**config.mk**
```make
export PLATFORM = sky130hd
export DESIGN_NAME = ex_mem_reg
export DESIGN_NICKNAME = d
export VERILOG_FILES = /design/src/rtl/ex_mem_reg.sv
export SDC_FILE = /design/constraint.sdc
export NUM_CORES = 1
export LEC_CHECK = 0
export CORE_ASPECT_RATIO = 0.6
export CORE_MARGIN = 1.5
export CORE_UTILIZATION = 36
export CTS_BUF_LIST = sky130_fd_sc_hd__clkbuf_16
export DETAILED_ROUTE_END_ITERATION = 16
export GPL_TIMING_DRIVEN = 0
export PLACE_DENSITY = 0.86
export SYNTH_ARGS = -nofsm -noshare
export SYNTH_HDL_FRONTEND = slang
export SYNTH_SLANG_ARGS = --single-unit
```
**constraint.sdc**
```tcl
create_clock -name clk -period 1.3 [get_ports clk]
set_clock_uncertainty 0.1 [all_clocks]
set_input_delay 0.26 -clock clk [delete_from_list [all_inputs] [get_ports clk]]
set_output_delay 0.26 -clock clk [all_outputs]
set_load 0.005 [all_outputs]
```
**src/rtl/ex_mem_reg.sv**
```systemverilog
// EX/MEM pipeline register. Captures the EX-stage results and MEM/WB controls,
// resolves beq in MEM and drives the PC redirect / flush back to the front end.
module ex_mem_reg #(
    parameter int unsigned XLEN    = 32,
    parameter int unsigned RADDR_W = 5
) (
    input  logic               clk,
    input  logic               rst_n,
    input  logic               stall,
    input  logic               flush,
    input  logic               ex_valid,
    input  logic [XLEN-1:0]    ex_alu_res,
    input  logic               ex_zero,
    input  logic [XLEN-1:0]    ex_rs2_data,
    input  logic [RADDR_W-1:0] ex_rd,
    input  logic [XLEN-1:0]    ex_branch_target,
    input  logic               ex_branch,
    input  logic               ex_mem_read,
    input  logic               ex_mem_write,
    input  logic               ex_reg_write,
    input  logic               ex_mem_to_reg,
    output logic               mem_valid,
    output logic [XLEN-1:0]    mem_alu_res,
    output logic [XLEN-1:0]    mem_rs2_data,
    output logic [RADDR_W-1:0] mem_rd,
    output logic               mem_mem_read,
    output logic               mem_mem_write,
    output logic               mem_reg_write,
    output logic               mem_mem_to_reg,
    output logic               pc_src,
    output logic [XLEN-1:0]    pc_branch_target,
    output logic               flush_req
);

    logic               valid_q, valid_d;
    logic               taken_q, taken_d;
    logic [XLEN-1:0]    alu_res_q, alu_res_d;
    logic [XLEN-1:0]    rs2_data_q, rs2_data_d;
    logic [XLEN-1:0]    target_q, target_d;
    logic [RADDR_W-1:0] rd_q, rd_d;
    logic               mem_read_q, mem_read_d;
    logic               mem_write_q, mem_write_d;
    logic               reg_write_q, reg_write_d;
    logic               mem_to_reg_q, mem_to_reg_d;
    logic               squash;

    // A pending taken branch squashes the wrong-path instruction now leaving EX.
    assign squash = flush | pc_src;

    // Next state: squash beats stall, stall beats load.
    always_comb begin
        valid_d      = valid_q;
        taken_d      = taken_q;
        alu_res_d    = alu_res_q;
        rs2_data_d   = rs2_data_q;
        target_d     = target_q;
        rd_d         = rd_q;
        mem_read_d   = mem_read_q;
        mem_write_d  = mem_write_q;
        reg_write_d  = reg_write_q;
        mem_to_reg_d = mem_to_reg_q;
        if (squash) begin
            valid_d      = 1'b0;
            taken_d      = 1'b0;
            alu_res_d    = '0;
            rs2_data_d   = '0;
            target_d     = '0;
            rd_d         = '0;
            mem_read_d   = 1'b0;
            mem_write_d  = 1'b0;
            reg_write_d  = 1'b0;
            mem_to_reg_d = 1'b0;
        end else if (!stall) begin
            valid_d      = ex_valid;
            taken_d      = ex_valid & ex_branch & ex_zero;
            alu_res_d    = ex_alu_res;
            rs2_data_d   = ex_rs2_data;
            target_d     = ex_branch_target;
            rd_d         = ex_rd;
            mem_read_d   = ex_mem_read;
            mem_write_d  = ex_mem_write;
            reg_write_d  = ex_reg_write;
            mem_to_reg_d = ex_mem_to_reg;
        end
    end

    // State registers with synchronous active-low reset.
    always_ff @(posedge clk) begin
        if (!rst_n) begin
            valid_q      <= 1'b0;
            taken_q      <= 1'b0;
            alu_res_q    <= '0;
            rs2_data_q   <= '0;
            target_q     <= '0;
            rd_q         <= '0;
            mem_read_q   <= 1'b0;
            mem_write_q  <= 1'b0;
            reg_write_q  <= 1'b0;
            mem_to_reg_q <= 1'b0;
        end else begin
            valid_q      <= valid_d;
            taken_q      <= taken_d;
            alu_res_q    <= alu_res_d;
            rs2_data_q   <= rs2_data_d;
            target_q     <= target_d;
            rd_q         <= rd_d;
            mem_read_q   <= mem_read_d;
            mem_write_q  <= mem_write_d;
            reg_write_q  <= reg_write_d;
            mem_to_reg_q <= mem_to_reg_d;
        end
    end

    // Outputs; controls gated by valid so a bubble never writes anything.
    always_comb begin
        mem_valid        = valid_q;
        mem_alu_res      = alu_res_q;
        mem_rs2_data     = rs2_data_q;
        mem_rd           = rd_q;
        mem_mem_read     = mem_read_q & valid_q;
        mem_mem_write    = mem_write_q & valid_q;
        mem_reg_write    = reg_write_q & valid_q;
        mem_mem_to_reg   = mem_to_reg_q & valid_q;
        pc_src           = taken_q & valid_q;
        pc_branch_target = target_q;
        flush_req        = taken_q & valid_q;
    end

endmodule
```
==> reports/results.txt, run 1 <==
fmax: 0.649 GHz
Setup WS pre-CTS: -0.630 ns
final worst path period share: 1.18
Die W: 142 um
ANT nets after route: 0
min-delay src: taken_q
Initial Util: 0.370
antenna cells: 0
slowest stage cell, crit path: dfxtp_4
Via Count: 3,850
RR Startpoint: mem_valid
failing checks: negative setup slack
Core ar.: 11,300 um2
Die ar.: 12,300 um2
Yosys top cell by area: dfxtp_1
vias per cell: 4.92
final cell count without fillers: 783
detailed placement HPWL: 9460 um
Iteration-0 DRC Markers: 84
Relative slew margins: 0.771
worst min path class: flop to flop
row cnt: 30
Die Ht: 86.6 um
Setup-failing EPs final: 45
Critical Path RT: 0.94 ns
global route total overflow: 0
Reg area: 2200 um2
sequential-to-total area share from yosys stat: 0.511
max-slew violation count: 0
setup TNS: -1.95 ns
routability cong.: 0.784
VDD IR max: 733 uV
Synth area leaders: dfxtp_1 (51%), mux2i_1 (25%), nor3_1 (9.2%)
TritonCTS clock tree: yes
CP startpoint kind: flop
fill cell count: 814
Multi-input gate area: 2450 um2
Power Dens Cells: 911 nW/um2
area fraction of the dominant cell type after synthesis: 0.511
vias in the first global route: 4,046
largest stage delay on the critical path: 0.35 ns
maxcap violations: 0
synth warn: 0
CTS buffer count: 9
Crit path top cell by count: buf_6
syn_nets: 477
worst-path fanout max: 4
PnR worst setup slack: -0.240 ns
Netlist cell types: 14
Syn Inst Count: 365
Nets: 730
Slew @ Worst Pin: 0.334 ns
launch point of the worst path: mem_valid
Clk pin slew, worst setup/hold paths: 0.07 ns
Lkg Pwr: 3.34 nW
htree depth: 3
syn avg cell area: 11.5 um2
area delta synth->final: 92.7%
worst path arrival time: 1.18 ns
unrepaired setup endpoints after global routing: yes
area of the mapped netlist: 4200 um2
first-pass GRT wire length: 20,600 um
FF+latch count, synth: 107
clk sink count: 107
capturing element type of the critical path: output port
Post-Route WL: 14,100 um
initial antenna violation count: 0
Final Hold Vio Count: 0
Placed Instances: 743
CTS Hold Bufs: 0
largest net degree at the start of global routing: 18
Largest delay share family, worst path: flip-flops
WL per Instance: 18.0 um
type of the worst setup path: flop to output port
WP buf/inv: 3
crit path time final: 1.54 ns
clk root buf: clkbuf_16
Clock Path Buffers: 2
crit-path cells: buf_6, buf_12, and2_4, buf_6
Clk Latency, worst-skew pair: 0.34 ns
WHS: 0.388 ns
io pins: 220
# port buffers: 218
DRT Pass-1 Iters: 4
status: finished, violations left
DRC viols: 0
layout cells sized above 1: 0.406
Total Routing Usage GR: 0.216
-- metal layers --
| layer | GRT usage | routed length [um] |
|---|---|---|
| met2 | 0.374 | 6990 |
| met4 | 0.0562 | 168 |
| met3 | 0.0663 | 974 |
| met1 | 0.262 | 5960 |
| met5 | 0 | 0 |
-- Yosys cell counts --
| library cell | number |
|---|---|
| nor3_1 | 77 |
| nand2b_1 | 1 |
| buf_6 | 8 |
| nor3_2 | 29 |
| buf_4 | 10 |
| nand2_1 | 1 |
| clkbuf_1 | 7 |
| mux2i_1 | 106 |
| and2_1 | 5 |
| dfxtp_1 | 107 |
| nand4b_1 | 1 |
| clkbuf_4 | 1 |
| buf_2 | 11 |
| a211oi_2 | 1 |
-- state kept, by name, indices dropped and copies added (netlist names), 5 cells and up --
signal / cells
mem_alu_res: 32
mem_rs2_data: 32
mem_rd: 5
pc_branch_target: 32
-- cells in the final DEF, fill, tap and decap left out, types with 7 or more instances in the layout --
cell | netlist | final
clkdlybuf4s50_1 | 0 | 109
mux2i_1 | 106 | 106
dfxtp_1 | 107 | 66
nor3_2 | 29 | 59
clkdlybuf4s15_1 | 0 | 59
nor3_4 | 0 | 43
dfxtp_2 | 0 | 40
clkbuf_2 | 0 | 23
buf_4 | 10 | 20
dlygate4sd2_1 | 0 | 19
buf_12 | 0 | 16
buf_6 | 8 | 13
clkbuf_16 | 0 | 12
buf_16 | 0 | 7
-- stage by stage --
step | cell area, um2 | power (mW) | utilization
after floorplan | 4200 | 3.92 | -
after global placement | 6580 | 4.52 | 0.581
after global routing | 8090 | 7.66 | 0.713
after CTS | 7620 | 7.28 | 0.672
final | 8090 | 7.36 | 0.713
after detailed placement | 6580 | 4.55 | 0.581
-- cell type report --
cell class / count / share of cell area
clock inverters: 7 / 0.00836
plain buffers: 36 / 0.0568
multi-input cells: 221 / 0.303
flip-flops and latches: 107 / 0.272
repair buffers: 243 / 0.307
well taps: 160 / 0.0248
clock buffers: 9 / 0.0279
-- logic make-up after synthesis --
| logic type | Yosys count | synth area share |
|---|---|---|
| AO/OA/AOI/OAI | 1 | 0.00298 |
| buffers and inverters | 37 | 0.0605 |
| flip-flops | 107 | 0.511 |
| multiplexers | 106 | 0.253 |
| AND/OR/NAND/NOR | 114 | 0.173 |
-- path summary, 6_finish.rpt --
kind,to,slack [ns],cells after the start
worst min register to register,taken_q,0.39,2
worst min-delay path,taken_q,0.39,2
worst max register to register,mem_alu_res[7],-0.09,6
worst max-delay path,mem_reg_write,-0.24,4
-- worst reg2reg max path, stage by stage, from the launching register on --
cell     delay, ns
dfxtp_4       0.35
and2_4        0.15
buf_6         0.13
buf_12        0.13
buf_12        0.15
buf_12        0.14
nor3_4        0.17
-- power by group --
group | leakage, nW | switching (mW) | internal, mW
clock | 0.147 | 1.22 | 1.49
sequential | 0.890 | 0.0592 | 3.39
combinational | 2.31 | 0.501 | 0.702
total | 3.34 | 1.78 | 5.59
-- timing repair --
item,4_1_cts,5_1_grt
gates cloned,7,3
gates resized for setup,299,190
pin swaps,18,56
setup endpoints to repair,208,198
setup buffers,8,7
hold endpoints to repair,0,0
No activity file was read; power rests on OpenSTA's default activity.
==> run 2: changes to the inputs <==
CORE_ASPECT_RATIO = not set   (was 0.6)
RECOVER_POWER = 50   (was not set)
==> run 2 against run 1 <==
Effect of this change:
- the flow still finishes with violations (negative setup slack)
- count of clock-buffer cells in the layout unchanged
- non-clock buffer count is 3 higher
- global-route usage decreased by 2.2 points
- cell area shrank 0.39%
- critical path depth did not move
- wire length down 1.5%
- first-iteration DRC count rose by 36%
- die area down 0.18%
- worst hold slack got worse by 0.0028 ns
- cell count decreased by 1.8%
- sequential cell count did not move
==> reports/results.txt, run 2 (synthesis results as in run 1) <==
TritonCTS clock tree: yes (unchanged)
vias in the first global route: 3,788 (was 4,046)
type of the worst setup path: flop to output port (unchanged)
failing checks: negative setup slack (unchanged)
Relative slew margins: 0.787 (was 0.771)
Clk pin slew, worst setup/hold paths: 0.07 ns (about the same)
ANT nets after route: 0 (unchanged)
initial antenna violation count: 0 (unchanged)
Die W: 111 um (was 142 um)
Clk Latency, worst-skew pair: 0.33 ns (was 0.34 ns)
htree depth: 3 (unchanged)
Via Count: 3,809 (was 3,850)
crit path time final: 1.53 ns (was 1.54 ns)
# port buffers: 218 (unchanged)
maxcap violations: 0 (unchanged)
Power Dens Cells: 922 nW/um2 (was 911 nW/um2)
Comb power frac: 0.160 (was 0.163)
VDD IR max: 819 uV (was 733 uV)
routability cong.: 0.767 (was 0.784)
worst path arrival time: 1.17 ns (was 1.18 ns)
fill cell count: 818 (was 814)
Placed Instances: 726 (was 743)
DRT Pass-1 Iters: 4 (unchanged)
detailed placement HPWL: 9080 um (was 9460 um)
max-slew violation count: 0 (unchanged)
Switching Fraction: 0.246 (was 0.242)
fmax: 0.655 GHz (was 0.649 GHz)
setup TNS: -1.84 ns (was -1.95 ns)
Iteration-0 DRC Markers: 114 (was 84)
WHS: 0.385 ns (was 0.388 ns)
global route total overflow: 0 (unchanged)
clock power share: 0.375 (was 0.368)
Die ar.: 12,300 um2 (about the same)
Crit path top cell by count: buf_6 (unchanged)
PnR worst setup slack: -0.227 ns (was -0.240 ns)
slowest stage cell, crit path: dfxtp_4 (unchanged)
Critical Path RT: 0.94 ns (about the same)
CP startpoint kind: flop (unchanged)
layout cells sized above 1: 0.356 (was 0.406)
most frequent cells in the layout: clkdlybuf4s50_1 (109), mux2i_1 (106), dfxtp_1 (75) (was clkdlybuf4s50_1 (109), mux2i_1 (106), dfxtp_1 (66))
vias per cell: 4.95 (was 4.92)
status: finished, violations left (unchanged)
power share of the sequential group: 0.465 (was 0.468)
WL per Instance: 18.1 um (was 18.0 um)
area delta synth->final: 92.0% (was 92.7%)
Post-Route WL: 13,900 um (was 14,100 um)
commonest non-fill, non-tap cell in the layout: clkdlybuf4s50_1 (unchanged)
Largest delay share family, worst path: flip-flops (unchanged)
Lkg Pwr: 3.30 nW (was 3.34 nW)
worst min path class: flop to flop (unchanged)
io pins: 220 (unchanged)
clk sink count: 107 (unchanged)
antenna cells: 0 (unchanged)
CTS buffer count: 9 (unchanged)
Die Ht: 111 um (was 86.6 um)
Core ar.: 11,400 um2 (was 11,300 um2)
unrepaired setup endpoints after global routing: yes (unchanged)
DRC viols: 0 (unchanged)
Design Area, Final: 8050 um2 (was 8090 um2)
capturing element type of the critical path: output port (unchanged)
Cell Int Power: 5.60 mW (was 5.59 mW)
Initial Util: 0.369 (was 0.370)
CTS Hold Bufs: 0 (unchanged)
largest net degree at the start of global routing: 19 (was 18)
crit-path cells: buf_6, buf_6, and2_4, buf_6 (was buf_6, buf_12, and2_4, buf_6)
Final Hold Vio Count: 0 (unchanged)
Net Switching: 1.83 mW (was 1.78 mW)
Clock Path Buffers: 2 (unchanged)
final cell count without fillers: 769 (was 783)
WP buf/inv: 3 (unchanged)
largest stage delay on the critical path: 0.35 ns (about the same)
Total Routing Usage GR: 0.193 (was 0.216)
post-layout util: 0.708 (was 0.713)
row cnt: 39 (was 30)
final worst path period share: 1.17 (was 1.18)
dpl cell area: 6560 um2 (was 6580 um2)
worst-path fanout max: 6 (was 4)
first-pass GRT wire length: 19,100 um (was 20,600 um)
Nets: 733 (was 730)
clk root buf: clkbuf_16 (unchanged)
Setup-failing EPs final: 37 (was 45)
Slew @ Worst Pin: 0.310 ns (was 0.334 ns)
run 2: path summary, 6_finish.rpt:
check / slack [ns] / startpoint / depth (start not counted) / end
worst max-delay path: -0.23 / mem_valid / 4 / mem_mem_to_reg
worst min-delay path: 0.39 / taken_q / 2 / taken_q
worst min register to register: 0.39 / taken_q / 2 / taken_q
worst max register to register: -0.12 / mem_valid / 7 / mem_alu_res[5]
run 2: cell type report:
| type | count | area, um2 | share of cell area |
|---|---|---|---|
| tap | 143 | 179 | 0.0222 |
| timing repair buffer | 247 | 2530 | 0.314 |
| buffer | 35 | 422 | 0.0524 |
| clock buffer | 9 | 225 | 0.0280 |
| sequential | 107 | 2180 | 0.271 |
| clock inverter | 7 | 73.8 | 0.00917 |
| multi-input combinational | 221 | 2440 | 0.303 |
run 2: per-stage QoR:
step | setup slack, ns | power (mW)
floorplan | 0.0322 | 3.92
global placement | -0.633 | 4.52
detailed placement | -0.643 | 4.55
CTS | -0.318 | 7.25
global route | -0.261 | 7.67
finish | -0.227 | 7.42
run 2: what timing repair did:
action	4_1_cts	5_1_grt
cloned	0	8
gates resized for setup	224	252
setup endpoints to repair	208	186
setup buffers	7	14
pin swaps	4	87
run 2: worst register-to-register path, cell delays in order, from the launching register on:
cell and delay, ns:
dfxtp_4 0.35, and2_4 0.15, buf_6 0.11, buf_12 0.13, buf_12 0.14, buf_6 0.12, buf_12 0.13, nor3_4 0.12
run 2: layer usage:
metal / GRT usage / up-vias / wire, um
met2: 0.355 / 155 / 7310
met5: 0 / - / 0
met4: 0.0667 / 0 / 313
met3: 0.0634 / 24 / 948
met1: 0.206 / 1819 / 5310
li1: - / 1811 / -
run 2: power by group through the flow:
stage | logic, mW | clock network (mW) | registers [mW]
final | 1.19 | 2.78 | 3.45
after global routing | 1.26 | 2.95 | 3.46
after detailed placement | 1.03 | 0 | 3.52
after global placement | 1.00 | 0 | 3.51
after CTS | 0.994 | 2.81 | 3.44
after floorplan | 0.401 | 0 | 3.52
==> edit, RTL diff (config.mk and constraints of run 2) <==
Add an input register stage for `ex_branch_target`, without a reset; this delays it by one clock. The other inputs are not delayed to match.
--- a/src/rtl/ex_mem_reg.sv
+++ b/src/rtl/ex_mem_reg.sv
@@ -33,2 +33,8 @@
 );
+
+    logic [XLEN-1:0] ex_branch_target_q;
+
+    always_ff @(posedge clk) begin
+        ex_branch_target_q <= ex_branch_target;
+    end
 
@@ -77,3 +83,3 @@
             rs2_data_d   = ex_rs2_data;
-            target_d     = ex_branch_target;
+            target_d     = ex_branch_target_q;
             rd_d         = ex_rd;
Behaviour: not the same (a bounded check fails within 4 cycles, from zero or initial values).
==> edit against run 2 <==
The run still ends with negative setup slack left. Synthesized area up 15%. Design area down 4.9%. Power is 38% higher. Sequential cell count grew 32. Wire length is 5.6% lower. Via count increased by 1.9%. Critical endpoint is now pc_src. Fmax down 3.1%. Setup slack got worse by 49 ps. Combinational power shrank 20%. Global-route usage down 0.53 points.
==> edit: results (changes against run 2) <==
stage	metric	value	unit	change
timing	worst-margin pin slew	341	ps	was 310 ps
clock_tree	CTS buffer count	17		was 9
synthesis	synth top area cells	dfxtp_1 58%, mux2i_1 22%, nor3_1 8.0%, nor3_2 6.0%, buf_6 1.9%		was dfxtp_1 51%, mux2i_1 25%, nor3_1 9.2%, nor3_2 6.9%, buf_6 2.1%
clock_tree	Worst-Skew Late Latency	420	ps	was 330 ps
power	leakage	3.52	nW	was 3.30 nW
setup_path	Crit path arrival time	1220	ps	was 1170 ps
drt	Initial DRT Pass Iterations	6		was 4
status	outcome	complete, but fails checks		unchanged
power	Max VDD drop	1.11	mV	was 0.819 mV
drt	Iter 0 DRT Violations	99		was 114
drt	vias per inst	4.63		was 4.95
status	failing checks	negative setup slack		unchanged
synthesis	sequential fraction of the synthesis area	57.5	%	was 51.1%
grt	largest net degree at the start of global routing	17		was 19
synthesis	Post-Syn Nets	509		was 477
final_layout	Final nets	761		was 733
clock_tree	H-tree Lvls	4		was 3
min_path	Worst Hold Class	in2reg		was reg2reg
grt	first-pass GRT wire length	20800	µm	was 19,100 µm
final_layout	Multi-input gate area	1870	µm²	was 2440 µm²
place	Placed Area	7240	µm²	was 6560 µm²
grt	met1 GRT Util	21.0	%	was 20.6%
synthesis	commonest cells in the netlist	139 x dfxtp_1, 106 x mux2i_1, 77 x nor3_1		was 107 x dfxtp_1, 106 x mux2i_1, 77 x nor3_1
grt	met3 usage	7.38	%	was 6.34%
grt	antenna violations before repair	1		was 0
place	dpl hpwl	9370	µm	was 9080 µm
power	Psw	2.23	mW	was 1.83 mW
grt	GRT Util Overall	18.8	%	was 19.3%
grt	vias in the first global route	4113		was 3,788
setup_path	Worst Path Max Fanout	4		was 6
timing	Final Setup Violations	37		unchanged
timing	Final Worst Setup Slack	-277	ps	was -227 ps
-- edit: power groups by stage --
stage               sequential [mW]  combinational [mW]  clock [mW]
global route                   4.52                1.03        5.05
finish                         4.50               0.955        4.76
detailed placement             4.59                1.03           0
floorplan                      4.59               0.401           0
CTS                            4.51               0.984        4.84
global placement               4.58                1.00           0
-- edit: path summary, 6_finish.rpt --
check,start,to,slack (ps),cells past startpoint
setup reg to reg,mem_valid,mem_alu_res[5],-90,5
hold reg to reg,taken_q,taken_q,380,2
hold / removal,ex_branch_target[12],ex_branch_target_q[12],290,1
setup / recovery,mem_valid,pc_src,-280,4
-- edit: logic make-up (layout without fill, tap and decap cells) --
group           after synthesis  count (layout)  share of synthesized area (%)
mux                         106             106                           21.9
simple gates                114             114                           15.0
buf+inv                      37             301                           5.25
other cells                   0               1                              0
flops                       139             139                           57.5
compound gates                1               1                          0.259
-- edit: stage by stage --
step / setup TNS [ps] / cells / hold WS [ps] / total power [mW]
detailed placement: -56760 / 791 / 376 / 5.62
CTS: -5170 / 838 / 164 / 10.3
global placement: -54040 / 791 / 371 / 5.58
floorplan: 0 / 397 / 188 / 4.99
global route: -6430 / 838 / 271 / 10.6
finish: -2890 / 838 / 287 / 10.2
-- edit: critical path, cell delays in order (launching register included) --
cell and delay, ps:
dfxtp_4 340, and2_4 140, buf_12 120, buf_6 100, buf_6 100
-- edit: layout make-up --
class	count	area share, %
repair buffers	234	23.5
clock buffers	17	5.55
clock inverters	14	2.07
plain buffers	36	4.13
diodes	1	0.0327
well taps	176	2.87
flip-flops and latches	139	37.3
multi-input cells	221	24.5
-- edit: timing repair --
action,CTS,global route
setup endpoints to repair,208,112
resized for setup,553,21
buffers inserted,16,1
pin swaps,2,4
gates cloned,0,0
